`config.mk`:
```
export PLATFORM = sky130hd
export DESIGN_NAME = imm_gen_pipe
export DESIGN_NICKNAME = d
export VERILOG_FILES = /design/src/rtl/imm_gen_pipe_pkg.sv /design/src/rtl/imm_decode.sv /design/src/rtl/imm_gen_pipe.sv
export SDC_FILE = /design/constraint.sdc
export NUM_CORES = 1
export LEC_CHECK = 0
export CAP_MARGIN = 20
export CORE_MARGIN = 1.5
export CORE_UTILIZATION = 54
export CTS_BUF_LIST = sky130_fd_sc_hd__clkbuf_8
export DETAILED_ROUTE_END_ITERATION = 10
export GPL_TIMING_DRIVEN = 0
export PLACE_DENSITY = 0.94
export REMOVE_ABC_BUFFERS = 1
export SLEW_MARGIN = 25
export SYNTH_ARGS = -nofsm -noshare
export SYNTH_HDL_FRONTEND = slang
export SYNTH_SLANG_ARGS = --single-unit
```
`constraint.sdc`:
```
create_clock -name clk -period 4.32 [get_ports clk]
set_clock_uncertainty 0.15 [all_clocks]
set_input_delay 1.296 -clock clk [delete_from_list [all_inputs] [get_ports clk]]
set_output_delay 1.296 -clock clk [all_outputs]
set_load 0.05 [all_outputs]
```
`src/rtl/imm_gen_pipe_pkg.sv`:
```
// imm_gen_pipe_pkg: immediate-format encodings and occupancy states shared by the immediate generator
package imm_gen_pipe_pkg;
  localparam logic [2:0] I_TYPE = 3'd0;
  localparam logic [2:0] S_TYPE = 3'd1;
  localparam logic [2:0] B_TYPE = 3'd2;
  localparam logic [2:0] U_TYPE = 3'd3;
  localparam logic [2:0] J_TYPE = 3'd4;
  localparam logic [2:0] Z_TYPE = 3'd5;
  localparam logic [1:0] ST_EMPTY = 2'd0;
  localparam logic [1:0] ST_ONE   = 2'd1;
  localparam logic [1:0] ST_FULL  = 2'd2;
  function automatic logic sel_illegal(input logic [2:0] sel);
    return sel[2] & sel[1];
  endfunction
endpackage

```
`src/rtl/imm_decode.sv`:
```
// imm_decode: combinational decode of inst[31:7] and format select into an XLEN-wide immediate
module imm_decode
  import imm_gen_pipe_pkg::*;
#(
  parameter int XLEN = 32
) (
  input  logic [24:0]     inst,
  input  logic [2:0]      sel,
  output logic [XLEN-1:0] imm,
  output logic            illegal
);
  logic [31:0] imm32;
  // Every format's sign bit is inst[31], so a 32-bit result sign-extends cleanly to XLEN; zimm has bit 31 clear.
  always_comb begin
    imm32 = (sel == I_TYPE) ? {{20{inst[24]}}, inst[24:13]} :
            (sel == S_TYPE) ? {{20{inst[24]}}, inst[24:18], inst[4:0]} :
            (sel == B_TYPE) ? {{19{inst[24]}}, inst[24], inst[0], inst[23:18], inst[4:1], 1'b0} :
            (sel == U_TYPE) ? {inst[24:5], 12'b0} :
            (sel == J_TYPE) ? {{11{inst[24]}}, inst[24], inst[12:5], inst[13], inst[23:14], 1'b0} :
            (sel == Z_TYPE) ? {27'b0, inst[12:8]} : 32'd0;
    illegal = sel_illegal(sel);
    imm = XLEN'($signed(imm32));
  end
endmodule

```
`src/rtl/imm_gen_pipe.sv`:
```
// imm_gen_pipe: registered immediate generator with a 2-entry skid and saturating illegal-select counter
module imm_gen_pipe
  import imm_gen_pipe_pkg::*;
#(
  parameter int XLEN      = 32,
  parameter int TAG_W     = 32,
  parameter int ILL_CNT_W = 8
) (
  input  logic                 clk,
  input  logic                 rst,
  input  logic                 in_valid,
  output logic                 in_ready,
  input  logic [24:0]          in_inst,
  input  logic [2:0]           in_imm_sel,
  input  logic [TAG_W-1:0]     in_tag,
  output logic                 out_valid,
  input  logic                 out_ready,
  output logic [XLEN-1:0]      out_imm,
  output logic [TAG_W-1:0]     out_tag,
  output logic                 out_illegal,
  output logic [ILL_CNT_W-1:0] ill_cnt
);
  logic [XLEN-1:0]      dec_imm;
  logic                 dec_ill;
  logic [1:0]           state_q, state_d;
  logic [XLEN-1:0]      out_imm_q, out_imm_d, skid_imm_q, skid_imm_d;
  logic [TAG_W-1:0]     out_tag_q, out_tag_d, skid_tag_q, skid_tag_d;
  logic                 out_ill_q, out_ill_d, skid_ill_q, skid_ill_d;
  logic [ILL_CNT_W-1:0] ill_cnt_q, ill_cnt_d;
  logic                 accept, drain, load_out, load_skid, move_skid;

  imm_decode #(.XLEN(XLEN)) u_dec (
    .inst    (in_inst),
    .sel     (in_imm_sel),
    .imm     (dec_imm),
    .illegal (dec_ill)
  );

  assign out_valid   = state_q != ST_EMPTY;
  assign in_ready    = state_q != ST_FULL;
  assign out_imm     = out_imm_q;
  assign out_tag     = out_tag_q;
  assign out_illegal = out_ill_q;
  assign ill_cnt     = ill_cnt_q;

  // Occupancy transitions: new items go to the output register when it frees up, else into the skid.
  always_comb begin
    accept    = in_valid & in_ready;
    drain     = out_valid & out_ready;
    load_out  = accept & ((state_q == ST_EMPTY) | drain);
    load_skid = accept & (state_q == ST_ONE) & ~drain;
    move_skid = (state_q == ST_FULL) & drain;
    state_d   = (state_q == ST_EMPTY) ? (accept ? ST_ONE : ST_EMPTY) :
                (state_q == ST_ONE)   ? (load_skid ? ST_FULL : (drain & ~accept) ? ST_EMPTY : ST_ONE) :
                (drain ? ST_ONE : ST_FULL);
    out_imm_d  = load_out ? dec_imm : move_skid ? skid_imm_q : out_imm_q;
    out_tag_d  = load_out ? in_tag  : move_skid ? skid_tag_q : out_tag_q;
    out_ill_d  = load_out ? dec_ill : move_skid ? skid_ill_q : out_ill_q;
    skid_imm_d = load_skid ? dec_imm : skid_imm_q;
    skid_tag_d = load_skid ? in_tag  : skid_tag_q;
    skid_ill_d = load_skid ? dec_ill : skid_ill_q;
    ill_cnt_d  = (accept & dec_ill & ~&ill_cnt_q) ? ill_cnt_q + ILL_CNT_W'(1) : ill_cnt_q;
  end

  // State update; reset discards anything in flight.
  always_ff @(posedge clk) begin
    if (rst) begin
      state_q    <= ST_EMPTY;
      out_imm_q  <= '0;
      out_tag_q  <= '0;
      out_ill_q  <= 1'b0;
      skid_imm_q <= '0;
      skid_tag_q <= '0;
      skid_ill_q <= 1'b0;
      ill_cnt_q  <= '0;
    end else begin
      state_q    <= state_d;
      out_imm_q  <= out_imm_d;
      out_tag_q  <= out_tag_d;
      out_ill_q  <= out_ill_d;
      skid_imm_q <= skid_imm_d;
      skid_tag_q <= skid_tag_d;
      skid_ill_q <= skid_ill_d;
      ill_cnt_q  <= ill_cnt_d;
    end
  end
endmodule

```
---- Word-level counts from Yosys, hierarchy flattened ----
Index checks and enable logic that the tools add are counted.
storage, ports and cells
  register bits after elaboration ......... 140
  input bits .............................. 64
  output and inout bits ................... 75
  word-level logic and storage cells ...... 54
cells by class
  add/sub/neg operators ................... 1
  eq/ne operators ......................... 8
  muxes and demuxes ....................... 18
  bitwise logic cells ..................... 13
  reductions and logical operators ........ 6
operators with widths
  operator                                       count
  two-way mux 32 bit                             9
  bitwise AND 1 bit                              10
  adder 8 x 1 -> 8 bit, second input constant    1
  two-way mux 2 bit                              4
  AND reduction 8 bit                            1
  == test 3 x 2 -> 1 bit, second input constant  2
  == test 3 bit, second input constant           2
  two-way mux 5 bit                              1
  two-way mux 1 bit                              4
  nonzero test 2 bit                             2
  == test 3 x 1 -> 1 bit, second input constant  1
  logical NOT 3 bit                              1
  == test 2 x 1 -> 1 bit, second input constant  1
  == test 2 bit, second input constant           1
  logical NOT 2 bit                              1
  inequality test 2 bit, second input constant   1
  inverter 1 bit                                 2
  logical NOT 1 bit                              1
  bitwise OR 1 bit                               1

---- Logic depth before layout (Yosys ltp) ----
  word-level depth ........................ 8
  gate-level depth with buffers ........... 7
  mapped depth without buffers ............ 5

---- Hierarchy ----
A second synthesis with hierarchy kept.
unflattened totals
  cells, all modules ...................... 799
  area total of the unflattened synthesis .. 6,164.7 um2
by module, submodules not included
  module        instances  cells an instance  area each (um2)  seq. area each (um2)
  imm_gen_pipe  1          707                5,607.9          2,802.7
  imm_decode    1          92                 556.8            0.0

---- Least setup slack after synthesis ----
OpenSTA, ideal clock, no wires.
  path type ............................... flip-flop to output port
  from .................................... register state_q[0]
  to ...................................... output in_ready
  arrival ................................. 1.398 ns
  data required time ...................... 2.874 ns
  path slack .............................. 1.476 ns
  stages on the path, launching flop included .. 5
  buffers on the path ..................... 3
  cell sequence ........................... dfxtp_1 > buf_4 > nand2b_2 > buf_2 > clkbuf_1
on the way
  word-level cells in the longest chain between the ends .. 1
ends and longest elaborated chain
  item                      RTL line            source
  start: declaration        imm_gen_pipe.sv:25  logic [1:0] state_q, state_d;
  start signal: assignment  imm_gen_pipe.sv:77  state_q <= state_d;
  inequality test 2 bit     imm_gen_pipe.sv:40  assign in_ready = state_q != ST_FULL;
  end: declaration          imm_gen_pipe.sv:12  output logic in_ready,
Every way passes these cells.

---- Worst setup path after layout ----
Same ends and word-level chain as after synthesis.

==> out/qor.yml <==
drt:
  viasPerCell: 5.84
  antenna_left: 0
  wire_per_inst_um: 16.1
  drtIter0Drc: 472
  wl_um: 16000
  vias: 5784
  drc: 0
  first_pass_iters: 5
worst_setup_path:
  critPathMaxFanout: 34
  arrival_ns: 2.62
  critPathKind: "flop to primary output"
  required_ns: 2.87
  worst_setup_path_start_kind: "flop"
  end_kind: "primary output"
synth:
  yosysSeqAreaShare: 0.471
  synth_edf_count: 0
  synth-seq-cells: 140
  synth.area.top_cells: "dfxtp_1 (47%), nand2_1 (9.4%), a21oi_1 (8.9%), a211oi_1 (7.6%), nor2_1 (5.3%)"
  synthArstFlopShare: 0
  syn_area_per_cell_sq_um: 8.10
  ys_warn_count: 0
  synth_top_area_frac: 0.471
  netlist_instances: 735
  syn_area_sq_mm: 0.00595
  synthDistinctLibCells: 50
  yosys.area.top_type: "dfxtp_1"
  synthFlopType: "dfxtp_1"
die:
  dieArea_sq_mm: 0.0117
  chipHeight_um: 108
  rows: 38
  initial_core_util: 0.552
  ios: 139
  core-area_sq_mm: 0.0108
  dieWidth_um: 108
sta:
  period_share: 0.940
  worst_pin_slew_ns: 0.983
  setup_slack_ns: 0.259
  drv_slew: 0
  final-setup-viol-count: 0
  rsz0062_at_grt: "false"
  post-route-min-period_ns: 4.06
  hold_viol_final: 0
  fmax_mhz: 246
  slew_headroom: 0.345
layout:
  n_antenna_cell: 0
  finalNetCount: 903
  drive_above_1_share: 0.0811
  area_growth_pct: 30.9
pwr:
  p_per_area_mw_per_mm2: 403
  vdd_ir_drop_max_mv: 0.213
  power.total_w: 0.00314
  power_leakage_nw: 2.78
global_routing:
  grt_max_degree: 59
  grt_pass1_wl_um: 25600
  grt_use_total: 0.275
  grt.overflow.total: 0
  antenna_found_initial: 0
  grt_pass1_vias: 5449
hold_path:
  holdCritPathClass: "flop to flop"
clock_network:
  clkLatencyLatePin_ns: 0.43
  postCtsSetupBuffers: 0
  cts.path.max_buffers: 2
  holdBufCountCts: 0
  htreeDepth: 4
  cts_resized: 0
  cts_tree: "built"
  cts_buffers: 17
  root_buffer: "clkbuf_8"
  cts_num_sinks: 140
  clk_pin_slew_ns: 0.08
place:
  dp_slack_ns: 0.0811
  gp_congestion: 0.863
  portBuffers: 138
  hpwl_um: 10500
run:
  drv_cap: 0
run_status:
  outcome: "completed"
[cells by family after synthesis]
family | after synthesis | share of synthesized area
multiplexers | 9 | 0.0162
adder cells (fa/ha/maj) | 1 | 0.00210
XOR/XNOR | 1 | 0.00147
AO/OA/AOI/OAI | 234 | 0.255
buffers and inverters | 68 | 0.0548
AND/OR/NAND/NOR | 282 | 0.200
flip-flops | 140 | 0.471
[placed cells by master (no fill, tap or decap), types with 2 or more instances in the layout]
master / n
nor2_1: 84
a32o_1: 7
a211oi_1: 60
nand2b_1: 3
a21o_1: 6
mux2_2: 5
nand2_1: 149
a31o_2: 3
nor2_2: 2
or2_2: 7
o31ai_1: 22
mux2i_1: 4
clkdlybuf4s50_1: 137
nand3_1: 13
o221ai_1: 3
or4_1: 3
inv_6: 5
and2_1: 2
buf_16: 6
a221oi_1: 4
nor4bb_1: 4
clkbuf_8: 18
inv_1: 6
or3_1: 3
a21oi_1: 106
o21ai_0: 10
o21a_2: 2
clkinvlp_4: 6
o21ai_4: 2
nor3b_1: 2
dfxtp_1: 140
[worst paths after layout]
| check | to | cells after the start | slack, ns | from |
|---|---|---|---|---|
| hold reg to reg | skid_tag_q[11] | 2 | 0.31 | skid_tag_q[11] |
| setup / recovery | in_ready | 2 | 0.26 | state_q[0] |
| hold / removal | skid_tag_q[11] | 2 | 0.31 | skid_tag_q[11] |
| setup reg to reg | ill_cnt[5] | 4 | 1.59 | state_q[0] |
[synthesized netlist by cell type, types with 4 or more instances]
master    count
a211oi_1     60
a21o_1        6
a21oi_1     106
a221oi_1      4
a32o_1        7
buf_2        26
buf_4         8
clkbuf_1     27
dfxtp_1     140
inv_1         5
mux2_2        5
mux2i_1       4
nand2_1     149
nand3_1      14
nor2_1       84
nor4bb_1      4
o21ai_0      10
o31ai_1      22
or2_2         7
[report_power, final]
group | switching (W) | internal (W)
registers | 0.0000480 | 0.00138
logic | 0.000484 | 0.000281
clock network | 0.000535 | 0.000421
total | 0.00107 | 0.00208
[layer usage]
metal / GRT usage / vias to the layer above / share of wire
li1: - / 2797 / -
met1: 0.344 / 2689 / 0.41
met2: 0.455 / 258 / 0.50
met3: 0.0555 / 40 / 0.066
met4: 0.133 / 0 / 0.032
met5: 0 / - / 0
[critical path: stages (launching register included)]
cell and delay, ns:
dfxtp_1 0.58, nand2b_2 0.67, clkdlybuf4s50_1 0.94
[state kept, by name (all words and copies together), names as in the netlist]
register     flops
ill_cnt          8
out_illegal      1
out_imm         32
out_tag         32
skid_ill_q       1
skid_imm_q      32
skid_tag_q      32
state_q          2
[area by class of cell]
cell class	instances	area [sq um]
flip-flops and latches	140	2800
inverters	5	18.8
repair buffers	147	1590
well taps	140	175
clock inverters	14	109
fillers	805	3000
multi-input cells	527	2850
clock buffers	18	248
[per-stage QoR]
stage / area [sq um] / utilization / hold slack [ns] / std cells / setup TNS, ns
after global placement: 7200 / 0.667 / 0.284 / 950 / -162.54
after floorplan: 5650 / - / 0.276 / 672 / 0
after CTS: 7790 / 0.722 / 0.305 / 990 / 0
final: 7790 / 0.722 / 0.306 / 991 / 0
after detailed placement: 7430 / 0.689 / 0.293 / 958 / 0
after global routing: 7790 / 0.722 / 0.325 / 991 / 0
Power figures use the tool's default switching activity.
